File: src/rtl/rr_arbiter_4_code.sv
// Four-way round-robin arbiter producing a registered 2-bit grant code for a
// downstream 2-to-4 decoder, with a hold timeout and a forced idle gap between grants.
module rr_arbiter_4_code #(
    parameter int HOLD_MAX = 8
) (
    input  logic       clock,
    input  logic       reset,
    input  logic [3:0] req,
    input  logic       done,
    output logic       grant_valid,
    output logic [1:0] grant_code,
    output logic       timeout,
    output logic       o_dbg_state
);

    // Output contract: grant_code is only meaningful while grant_valid = 1 and
    // never changes while grant_valid = 1; every grant is followed by at least
    // one grant_valid = 0 cycle. done is a release strobe honoured only in GRANT.
    typedef enum logic {
        ST_IDLE  = 1'b0,
        ST_GRANT = 1'b1
    } state_t;

    localparam bit         TIMEOUT_EN = (HOLD_MAX != 0);
    localparam logic [7:0] HOLD_LAST  = (HOLD_MAX == 0) ? 8'd0 : 8'(HOLD_MAX - 1);

    state_t     r_state;
    state_t     w_next_state;
    logic [1:0] r_last;
    logic [1:0] w_next_last;
    logic [1:0] r_code;
    logic [1:0] w_next_code;
    logic [7:0] r_hold;
    logic [7:0] w_next_hold;
    logic       r_timeout;
    logic       w_next_timeout;

    logic [1:0] w_pick;
    logic [1:0] w_idx;
    logic       w_found;

    // Rotating-priority scan starting just after the last owner.
    always_comb begin
        w_pick  = r_last;
        w_idx   = 2'd0;
        w_found = 1'b0;
        for (int k = 1; k <= 4; k++) begin
            w_idx = r_last + 2'(k);
            if (!w_found && req[w_idx]) begin
                w_found = 1'b1;
                w_pick  = w_idx;
            end
        end
    end

    always_comb begin
        w_next_state   = r_state;
        w_next_last    = r_last;
        w_next_code    = r_code;
        w_next_hold    = r_hold;
        w_next_timeout = 1'b0;
        case (r_state)
            ST_IDLE: begin
                if (w_found) begin
                    w_next_state = ST_GRANT;
                    w_next_code  = w_pick;
                    w_next_hold  = 8'd0;
                end
            end
            ST_GRANT: begin
                if (done || !req[r_code]) begin
                    w_next_state = ST_IDLE;
                    w_next_last  = r_code;
                end else if (TIMEOUT_EN && (r_hold == HOLD_LAST)) begin
                    w_next_state   = ST_IDLE;
                    w_next_last    = r_code;
                    w_next_timeout = 1'b1;
                end else if (r_hold != 8'hFF) begin
                    w_next_hold = r_hold + 8'd1;
                end
            end
            default: w_next_state = ST_IDLE;
        endcase
    end

    always_ff @(posedge clock) begin
        if (reset) begin
            r_state   <= ST_IDLE;
            r_last    <= 2'b11;
            r_code    <= 2'b00;
            r_hold    <= 8'd0;
            r_timeout <= 1'b0;
        end else begin
            r_state   <= w_next_state;
            r_last    <= w_next_last;
            r_code    <= w_next_code;
            r_hold    <= w_next_hold;
            r_timeout <= w_next_timeout;
        end
    end

    assign grant_valid = (r_state == ST_GRANT);
    assign grant_code  = r_code;
    assign timeout     = r_timeout;
    assign o_dbg_state = r_state;

endmodule

File: config.mk
export PLATFORM = sky130hd
export DESIGN_NAME = rr_arbiter_4_code
export DESIGN_NICKNAME = d
export VERILOG_FILES = /design/src/rtl/rr_arbiter_4_code.sv
export SDC_FILE = /design/constraint.sdc
export NUM_CORES = 1
export LEC_CHECK = 0
export CAP_MARGIN = 20
export CELL_PAD_IN_SITES_DETAIL_PLACEMENT = 0
export CELL_PAD_IN_SITES_GLOBAL_PLACEMENT = 2
export CORE_MARGIN = 8
export CORE_UTILIZATION = 32
export CTS_CLUSTER_DIAMETER = 50
export DETAILED_ROUTE_END_ITERATION = 10
export GPL_ROUTABILITY_DRIVEN = 1
export MAX_ROUTING_LAYER = met4
export PLACE_DENSITY_LB_ADDON = 0.2
export SYNTH_ARGS = -nofsm -noshare
export SYNTH_HDL_FRONTEND = slang
export SYNTH_SLANG_ARGS = --single-unit
File: constraint.sdc
create_clock -name clock -period 2 [get_ports clock]
set_clock_uncertainty 0.05 [all_clocks]
set_input_delay 0.4 -clock clock [delete_from_list [all_inputs] [get_ports clock]]
set_output_delay 0.4 -clock clock [all_outputs]
set_load 0.05 [all_outputs]
# --- Word-level counts from Yosys, hierarchy flattened ---
# Cells that the tools add are included.
totals:
  ff_bits: 14
  inputBits: 7
  word_cells: 64
op_classes:
  order_cmp: 5
  eq_ne: 6
  muxes: 30
  n_bitwise: 1
  add_sub_neg: 4
  reduce_logical: 13
ops:
  columns: ["operator", "n"]
  rows:
  - ["$mux W8", 4]
  - ["$pmux W8 S2", 1]
  - ["$lt A2 B3 Y1 const B", 5]
  - ["$mux W1", 13]
  - ["$mux W2", 6]
  - ["$bmux W1 S2", 5]
  - ["$add A8 B1 Y8 const B", 1]
  - ["$eq A8 B3 Y1 const B", 1]
  - ["$ne A8 B8 Y1 const B", 1]
  - ["$ne A2 B2 Y1 const B", 3]
  - ["$add A2 B2 Y2 const B", 2]
  - ["$logic_not A1 Y1", 4]
  - ["$reduce_and A2 Y1", 2]
  - ["$reduce_and A4 Y1", 1]
  - ["$logic_and A1 B1 Y1", 3]
  - ["$reduce_or A3 Y1", 1]
  - ["$add A2 B1 Y2 const B", 1]
  - ["$ne A2 B1 Y1 const B", 1]
  - ["$pmux W1 S2", 1]
  - ["$reduce_bool A2 Y1", 1]
  - ["$logic_or A1 B1 Y1", 1]
  - ["$not A1 Y1", 1]

# --- Longest topological paths before layout ---
depth:
  depth_word: 15
  depth_mapped: 5

# --- Least setup slack after synthesis ---
# OpenSTA, ideal clock, no wires.
synth_timing:
  kind: "register to register"
  start: "register r_state, in the netlist grant_valid"
  end: "register r_hold[2]"
  arrival_ns: 1.879
  synth_period_minus_slack_ns: 2.045
  path_stages_with_launch: 5
  setup_time_ns: 0.116
  slack_ns: -0.045
  required_ns: 1.834
  cell_sequence: "dfxtp_1 or3b_1 o22a_1 or4_1 o211a_1"
synth_between:
  elab_chain_len: 3
  elab_cells_between_ends: 7
  cone_classes: "4 x eq/ne; 1 x mux; 1 x bitwise; 1 x reduce/logical"
synth_rtl:
  columns: ["item", "line", "text"]
  rows:
  - ["start: declaration", "27", "state_t r_state;"]
  - ["start signal: assignment", "94", "r_state <= w_next_state;"]
  - ["$not A1 Y1 (no source line)", null, null]
  - ["$ne A2 B2 Y1 (no source line)", null, null]
  - ["$reduce_and A4 Y1 (no source line)", null, null]
  - ["end signal: assignment", "97", "r_hold <= w_next_hold;"]
  - ["end: declaration", "33", "logic [7:0] r_hold;"]
# Parallel ways exist; a longest one is shown, timed or not.
# A chain may end at the register's enable or synchronous reset.

# --- Worst setup path in the final report ---
layout_timing:
  start: "input port done"
  end: "register r_hold[2]"
layout_between:
  elab_chain_len: 3
layout_rtl:
  columns: ["item", "line", "text"]
  rows:
  - ["start: declaration", "9", "input logic done,"]
  - ["$logic_or A1 B1 Y1", "71", "if (done || !req[r_code]) begin"]
  - ["$ne A2 B2 Y1 (no source line)", null, null]
  - ["$reduce_and A4 Y1 (no source line)", null, null]
# Every way passes these cells.

==> impl_metrics.env <==
export IMPL_final_setup_worst_slack_ns=0.0678
export IMPL_timing_hold_worst_class="reg2reg"
export IMPL_setup_viol=0
export IMPL_crit_path_max_incr_delay_ns=0.53
export IMPL_status="finished clean"
export IMPL_worst_slew_pin_transition_ns=0.496
export IMPL_share_clk_of_total_power_pct=24.8
export IMPL_netlist_cell_type_count=38
export IMPL_cp_cell_sequence="clkdlybuf4s50_1, or3b_1, o22a_1, or4_1, o211a_1"
export IMPL_area_growth_synth_to_final_pct=29.3
export IMPL_global_route_usage_met2_pct=15.0
export IMPL_resize_count_post_cts=0
export IMPL_remaining_max_slew_budget_at_the_tightest_pin_pct=66.8
export IMPL_fin_nets=134
export IMPL_final_cell_utilization_of_the_core_pct=41.9
export IMPL_io_pins=12
export IMPL_p_sw_uw=185
export IMPL_postRouteWirelength_um=1920
export IMPL_synthCells=98
export IMPL_power_share_sequential_pct=49.9
export IMPL_row_count=19
export IMPL_drt_vias_per_instance=4.95
export IMPL_ys_seq_elements=14
export IMPL_drive_gt1_share_pct=27.4
export IMPL_initial_antenna_violation_count=0
export IMPL_tritoncts_num_sinks=14
export IMPL_cellLeakagePower_nw=0.428
export IMPL_p_comb_share_pct=25.3
export IMPL_route_detailed_wl_per_inst_um=12.4
export IMPL_finalHoldViolCount=0
export IMPL_gr_max_usage_layer="met2"
export IMPL_finalCritPeriodShare_pct=96.6
export IMPL_routed_via_count=768
export IMPL_globalRoute_totalOverflow=0
export IMPL_drc=0
export IMPL_yosys_warnings=0
export IMPL_firstDrtPassIters=4
export IMPL_cap_violations=0
export IMPL_core_area_mm2=0.00266
export IMPL_synth_seq_area_share_pct=32.5
export IMPL_cts_htree_levels=1
export IMPL_place_hpwl_um=1540
export IMPL_synthDominantCellAreaShare_pct=32.5
export IMPL_critPathSlowestCell="sky130_fd_sc_hd__or4_1"
export IMPL_slew_violations=0
export IMPL_synth_top_cells_by_area="sky130_fd_sc_hd__dfxtp_1 32%, sky130_fd_sc_hd__mux2i_1 12%, sky130_fd_sc_hd__nand2b_1 5.1%"
export IMPL_starting_utilization_of_the_core_area_pct=32.4
export IMPL_cell_with_the_most_instances_after_synthesis="sky130_fd_sc_hd__dfxtp_1"
export IMPL_cell_accounting_for_the_most_synthesized_area="sky130_fd_sc_hd__dfxtp_1"
export IMPL_antenna_left=0
export IMPL_postSynthNetCount=106
export IMPL_worst_skew_pair_late_latency_ns=0.27
export IMPL_achievable_frequency_mhz=518
export IMPL_antenna_cells=0
export IMPL_asyncSetResetFlopFracSynth_pct=0
export IMPL_cts_tree="built"
export IMPL_timing_critical_path_from_type="input pin"
export IMPL_critical_path_top_delay_family="simple AND/OR/NAND/NOR gates"
export IMPL_place_ws_ns=-0.216
export IMPL_cts_inserted_buffers=3
export IMPL_powerDensity_mw_per_mm2=554
export IMPL_synth_common_cells="14 x sky130_fd_sc_hd__dfxtp_1, 11 x sky130_fd_sc_hd__nand2_1, 10 x sky130_fd_sc_hd__mux2i_1"
export IMPL_cp_required_ns=2.12
export IMPL_timing_critical_path_to_type="flip-flop"
export IMPL_num_fill_cells=288
export IMPL_met1_routing_resource_usage_after_global_routing_pct=10.4
export IMPL_grt_setup_unrepaired="no"
export IMPL_power_ir_vdd_worst_uv=285
export IMPL_maximum_number_of_pins_on_one_net_before_global_route_repair=9
export IMPL_drt_iter0_drc=26
export IMPL_dieWidth_um=67.9
export IMPL_portBuffers=11
export IMPL_worstSetupPathType="in2reg"
export IMPL_worstPathMaxFanout=4
export IMPL_netSwitchingFraction_pct=29.8
export IMPL_cell_internal_pwr_uw=434
export IMPL_grt_pass1_vias=738
export IMPL_place_congestion=0.767
export IMPL_synth_top_flop_cell="sky130_fd_sc_hd__dfxtp_1"
export IMPL_cp_arrival_ns=2.05
export IMPL_synth_enable_flop_cells=0
export IMPL_die_h_um=67.9
export IMPL_cp_num_buf_inv=1
export IMPL_fp_dieArea_mm2=0.00462
export IMPL_holdBufCountCts=0
export IMPL_period_needed_ns=1.93
export IMPL_setup_tns_ns=0
export IMPL_first_pass_grt_wire_length_um=3230
export IMPL_synth_area_per_cell_um2=8.81
export IMPL_cts_buffer_depth=2
export IMPL_post_synth_instance_area_um2=863
export IMPL_met3_usage_pct=2.29
export IMPL_clock_root_buffer="sky130_fd_sc_hd__clkbuf_4"
export IMPL_track_usage_pct=9.17
export IMPL_clk_pin_slew_worst_paths_ns=0.08
export IMPL_post_cts_buffers=0
[sequential cells by signal (all words and copies together) (netlist names)]
| register | count |
|---|---|
| grant_code | 2 |
| grant_valid | 1 |
| timeout | 1 |
| r_hold | 8 |
| r_last | 2 |
[power by group through the flow]
stage | Clock [mW] | Sequential [mW] | Combinational, mW
floorplan | 0 | 0.333 | 0.0780
global placement | 0 | 0.315 | 0.156
detailed placement | 0 | 0.315 | 0.157
CTS | 0.166 | 0.309 | 0.158
global route | 0.185 | 0.311 | 0.167
finish | 0.154 | 0.308 | 0.157
[stage by stage]
step           cells  cell area [µm²]  total power [mW]  hold WS (ns)
6_report         155             1120             0.619         0.438
3_3_place_gp     152             1090             0.471         0.426
2_1_floorplan     98              865             0.411         0.402
3_5_place_dp     152             1090             0.472         0.427
4_1_cts          155             1120             0.633         0.443
5_1_grt          155             1120             0.663         0.461
[layer usage]
layer,up-vias,wire (µm)
li1,401,-
met1,358,945
met2,7,870
met3,2,78
met4,0,20
met5,-,0
[cells by family after synthesis]
kind of cell | Yosys count | share of synthesized area (%)
simple gates | 47 | 35.1
mux | 11 | 12.9
compound gates | 15 | 12.0
flops | 14 | 32.5
fa+ha+maj | 1 | 1.45
buf+inv | 10 | 6.09
[worst register-to-register path: stages, from the launching register on]
cell and delay, ns:
sky130_fd_sc_hd__dfxtp_1 0.36, sky130_fd_sc_hd__or3b_1 0.38, sky130_fd_sc_hd__o22a_1 0.21, sky130_fd_sc_hd__or4_1 0.53
sky130_fd_sc_hd__o211a_1 0.13
[worst paths after layout]
path	start	end	slack, ns	cells past startpoint
setup / recovery	done	r_hold[2]	0.07	5
hold / removal	r_hold[1]	r_hold[1]	0.44	2
setup reg to reg	grant_code[0]	r_hold[2]	0.24	4
hold reg to reg	r_hold[1]	r_hold[1]	0.44	2
[placed cells by master (no fill, tap or decap), drive strengths merged, types with 2 or more instances in the layout]
cell	n
a21oi	5
buf	20
clkbuf	3
clkdlybuf4s50	7
dfxtp	14
inv	6
mux2i	10
nand2	11
nand2b	7
nand3	2
nor2	8
nor3	3
nor3b	2
nor4	2
nor4b	2
o21ai	2
o31ai	2
or4	3
[cell type report]
class                   instances  area, µm²  area share, %
multi-input cells              74        531           47.5
flip-flops and latches         14        282           25.2
repair buffers                 27        220           19.7
well taps                      31       38.8           3.48
clock buffers                   3       22.5           2.02
inverters                       6       22.5           2.02
Power figures use the tool's default switching activity.
==> RTL edit 1 (config.mk and constraints unchanged) <==
Make the reset (`reset`) asynchronous in one clocked block.
--- a/src/rtl/rr_arbiter_4_code.sv
+++ b/src/rtl/rr_arbiter_4_code.sv
@@ -84,5 +84,5 @@
     end
 
-    always_ff @(posedge clock) begin
+    always_ff @(posedge clock or posedge reset) begin
         if (reset) begin
             r_state   <= ST_IDLE;
Function: differs if reset is asserted again (counterexample within 4 cycles, from zero or initial values and one cycle with reset high); with reset held inactive, the same outputs for 10 cycles.
==> RTL edit 1 against the original RTL <==
- maximum frequency increased by 4.6%
- first-iteration DRC count down 23%
- utilization grew 2.1 points
- wire length decreased by 3.1%
- die area fell by 0.78%
- worst setup slack better by 0.085 ns
- sequential cell count is the same
- cell area is 1.5% lower
- register-to-register slack worse by 0.08 ns
- synthesized area is 1.0% lower
Power is not compared: it rests on default switching activity, and its combinational part moved more than twofold at a synthesized area within 25%.
==> RTL edit 1: results (changes against the original RTL) <==
sequential fraction of the synthesis area 41.3% (+8.8 points); CTS clk-pin slew, worst paths 0.10 ns (+0.02 ns); delay-heaviest family, CP buffers and inverters; Synth area leaders dfrtp_1 (35%), mux2i_1 (11%), dfstp_2 (6.1%); Slew headroom 62.4% (-4.5 points); vias in the first global route 769 (+4.2%); Int Power 724 uW; Post-synth top cells dfrtp_1 (12), nand2_1 (11), mux2i_1 (9), nor4_1 (5), inv_1 (4); r2r setup slk 0.16 ns (-0.08 ns); worst-path fanout max 1 (-3); GP Congestion 0.839 (+9.3%); crit path DAT 1.40 ns (-0.65 ns); status completed; most common flop cell mapped by yosys dfrtp_1; via count 736 (-4.2%); Slowest cell on crit path clkdlybuf4s50_1; Post-DP Area 1060 um^2 (-2.7%); Worst R2R End r_last[1]; layout cells sized above 1 26.6% (-0.81 points); first-pass GRT wire length 3430 um (+6.2%); Seq. cell area 353 um^2 (+25%); Unique masters post-synth 33 (-13%); RR Startpoint r_hold[1]; Avg WL per Cell 13.3 um (+8.0%); CP max stage delay 0.79 ns (+0.26 ns); worst reg2reg path depth 6 (+2); total track usage 9.95% (+0.78 points); fill count 245 (-15%); Nets 118 (-12%); Post-synth ARST share 100% (+100 points); largest net degree at the start of global routing 16 (+7)
## RTL edit 1: worst max path at each step
stage | to | slack [ns] | startpoint
2_1_floorplan | r_hold[0] | 0.06 | grant_code[0]
3_3_place_gp | r_hold[5] | -0.1 | req[2]
3_5_place_dp | r_hold[5] | -0.1 | req[3]
4_1_cts | timeout | 0.14 | timeout
5_1_grt | r_last[1] | 0.07 | r_hold[1]
6_report | timeout | 0.15 | timeout
## RTL edit 1: cell families (layout without fill, tap and decap cells)
group,count (synthesis),count (layout),share of synthesized area [%]
AO/OA/AOI/OAI,10,10,10.3
adder cells (fa/ha/maj),1,1,1.46
buffers and inverters,8,31,3.95
flip-flops,14,14,41.3
multiplexers,12,12,14.5
AND/OR/NAND/NOR,41,41,28.6
## RTL edit 1: final cells by class
class,count,area share (%)
well taps,30,3.41
multi-input cells,64,42.5
flip-flops and latches,14,32.1
repair buffers,23,17.3
clock buffers,4,3.30
inverters,4,1.37
## RTL edit 1: worst register-to-register path, stage by stage, from the launching register on
cell	delay [ns]
dfrtp_1	0.44
ha_1	0.27
nand2_1	0.13
nor3_4	0.05
buf_4	0.16
o41ai_2	0.31
mux2_1	0.36
## RTL edit 1: power groups by stage
stage	Combinational, mW	Clock, mW	Sequential (mW)
2_1_floorplan	0.317	0	0.549
3_3_place_gp	0.590	0	0.461
3_5_place_dp	0.595	0	0.463
4_1_cts	0.596	0.217	0.458
5_1_grt	0.646	0.233	0.475
6_report	0.585	0.212	0.456
## RTL edit 1: metrics by stage
stage               TNS (ns)  hold WS, ns  worst slack (ns)  instances  power (mW)
global route               0        0.474            0.0735        139        1.35
floorplan                  0        0.238            0.0576         86       0.867
CTS                        0        0.429             0.136        139        1.27
global placement      -0.381        0.457           -0.0961        135        1.05
finish                     0        0.405             0.153        139        1.25
detailed placement    -0.378        0.464           -0.0970        135        1.06
## RTL edit 1: per-layer routing
metal / wire length (um) / share of wire, % / track usage, %
met4: 44 / 2.4 / 3.92
met1: 850 / 46 / 11.0
met3: 151 / 8.1 / 3.97
met5: 0 / 0 / -
met2: 808 / 44 / 15.6
==> RTL edit 2 (same settings) <==
Made on the original files. Change the parameter `HOLD_MAX` from 8 to 4.
--- a/src/rtl/rr_arbiter_4_code.sv
+++ b/src/rtl/rr_arbiter_4_code.sv
@@ -2,5 +2,5 @@
 // downstream 2-to-4 decoder, with a hold timeout and a forced idle gap between grants.
 module rr_arbiter_4_code #(
-    parameter int HOLD_MAX = 8
+    parameter int HOLD_MAX = 4
 ) (
     input  logic       clock,
Behaviour: not the same (Yosys sat finds a counterexample within 10 cycles, from zero or initial values and one cycle with reset high).
==> RTL edit 2 against the original RTL <==
- sequential share of layout area down 0.92 points
- worst setup slack worse by 0.040 ns
- wire length up 8.7%
- sequential cell count unchanged
- synthesized area up 1.2%
- die area up 0.89%
- global-route usage up 0.55 points
- synthesized cell count up 4.1%
- highest routed layer unchanged
- via count up 12%
- utilization up 2.0 points
- cell area up 4.7%
- power up 1.4%
==> RTL edit 2: results (changes against the original RTL) <==
clock buffer depth 2 (unchanged); WL met3 134 um (+72%); fill count 267 (-7.3%); worst slew pin tran 0.498 ns (+0.00229 ns); EDFF count, synth 0 (unchanged); violation count after the first detailed-routing iteration 43 (+65%); syn_area_per_cell 8.56 um^2 (-2.8%); comb pwr 165 uW (+5%); total track usage 9.73% (+0.55 points); Non-CTS buffers 31 (+15%); synthesized net count 110 (+3.8%); final wirelength 2080 um (+8.7%); Avg WL per Cell 13.0 um (+5.3%); first-pass GRT wire length 3410 um (+5.5%); met3 GRT Util 3.11% (+0.82 points); Max IR drop VDD 0.000297 V (+4.4%); crit path DAT 2.12 ns (+0.07 ns); met2 wire len 970 um (+11%); Global Route met1 Usage 11.6% (+1.2 points); Unique masters post-synth 33 (-13%); Leakage 0.437 nW (+2.1%); DP HPWL 1620 um (+5.2%); DR vias/cell 5.38 (+8.5%); Min-Delay Path Class reg -> reg; status completed; largest net degree at the start of global routing 13 (+4); Global Route met2 Usage 15.1% (+0.12 points); layout cells sized above 1 27.1% (-0.29 points); Seq/total area 24.3% (-0.92 points); Int Power 435 uW (+0.11%); Layout clock area frac 1.93% (-0.091 points); Synth area leaders dfxtp_1 (32%), mux2i_1 (11%), nand2b_1 (5.0%); Non-CTS inverters 7 (+1); placed cells 157 (+3.3%); fraction of area in multi-input gates 46.4% (-1.2 points); uppermost layer routed met4; GP Congestion 0.726 (-5.4%); worst-path fanout max 2 (-2); wire length on met1 970 um (+2.6%); vias in the first global route 771 (+4.5%); Post-synth top cells dfxtp_1 (14), nand2_1 (11), mux2i_1 (10), inv_1 (7), nand2b_1 (7); Nets 139 (+3.7%)
-- RTL edit 2: worst paths after layout --
kind	to	start	slack, ns	cells past startpoint
max	r_last[0]	r_hold[0]	0.03	5
min	r_hold[6]	r_hold[6]	0.44	2
max reg2reg	r_last[0]	r_hold[0]	0.03	5
min reg2reg	r_hold[6]	r_hold[6]	0.44	2
-- RTL edit 2: critical path, stage by stage (launching register included) --
cell	delay (ns)
dfxtp_2	0.37
ha_4	0.14
or4b_4	0.45
or4_4	0.47
a41oi_4	0.19
mux2i_1	0.22
-- RTL edit 2: timing repair --
item,4_1_cts,5_1_grt
cloned,0,0
buffers inserted,0,0
hold endpoints to repair,0,0
hold buffers,0,0
endpoints found under the setup margin,3,10
gates resized for setup,3,5
pin swaps,1,0
-- RTL edit 2: kinds of logic (layout without fill, tap and decap cells) --
| group | after synthesis | count (layout) | share of synthesized area (%) |
|---|---|---|---|
| flip-flops | 14 | 14 | 32.1 |
| multiplexers | 10 | 10 | 11.5 |
| buffers and inverters | 14 | 41 | 8.60 |
| AND/OR/NAND/NOR | 47 | 47 | 31.5 |
| adder cells (fa/ha/maj) | 1 | 1 | 1.43 |
| AO/OA/AOI/OAI | 16 | 16 | 14.9 |
-- RTL edit 2: through the flow --
stage	setup WS, ns	setup TNS, ns	power (mW)	cell area, um^2	hold WS [ns]
3_3_place_gp	-0.341	-2.33	0.474	1120	0.408
2_1_floorplan	0.0300	0	0.410	875	0.397
4_1_cts	0.000319	0	0.636	1150	0.438
3_5_place_dp	-0.282	-2.31	0.477	1120	0.421
6_report	0.0278	0	0.628	1170	0.435
5_1_grt	-0.0444	-0.181	0.672	1170	0.469
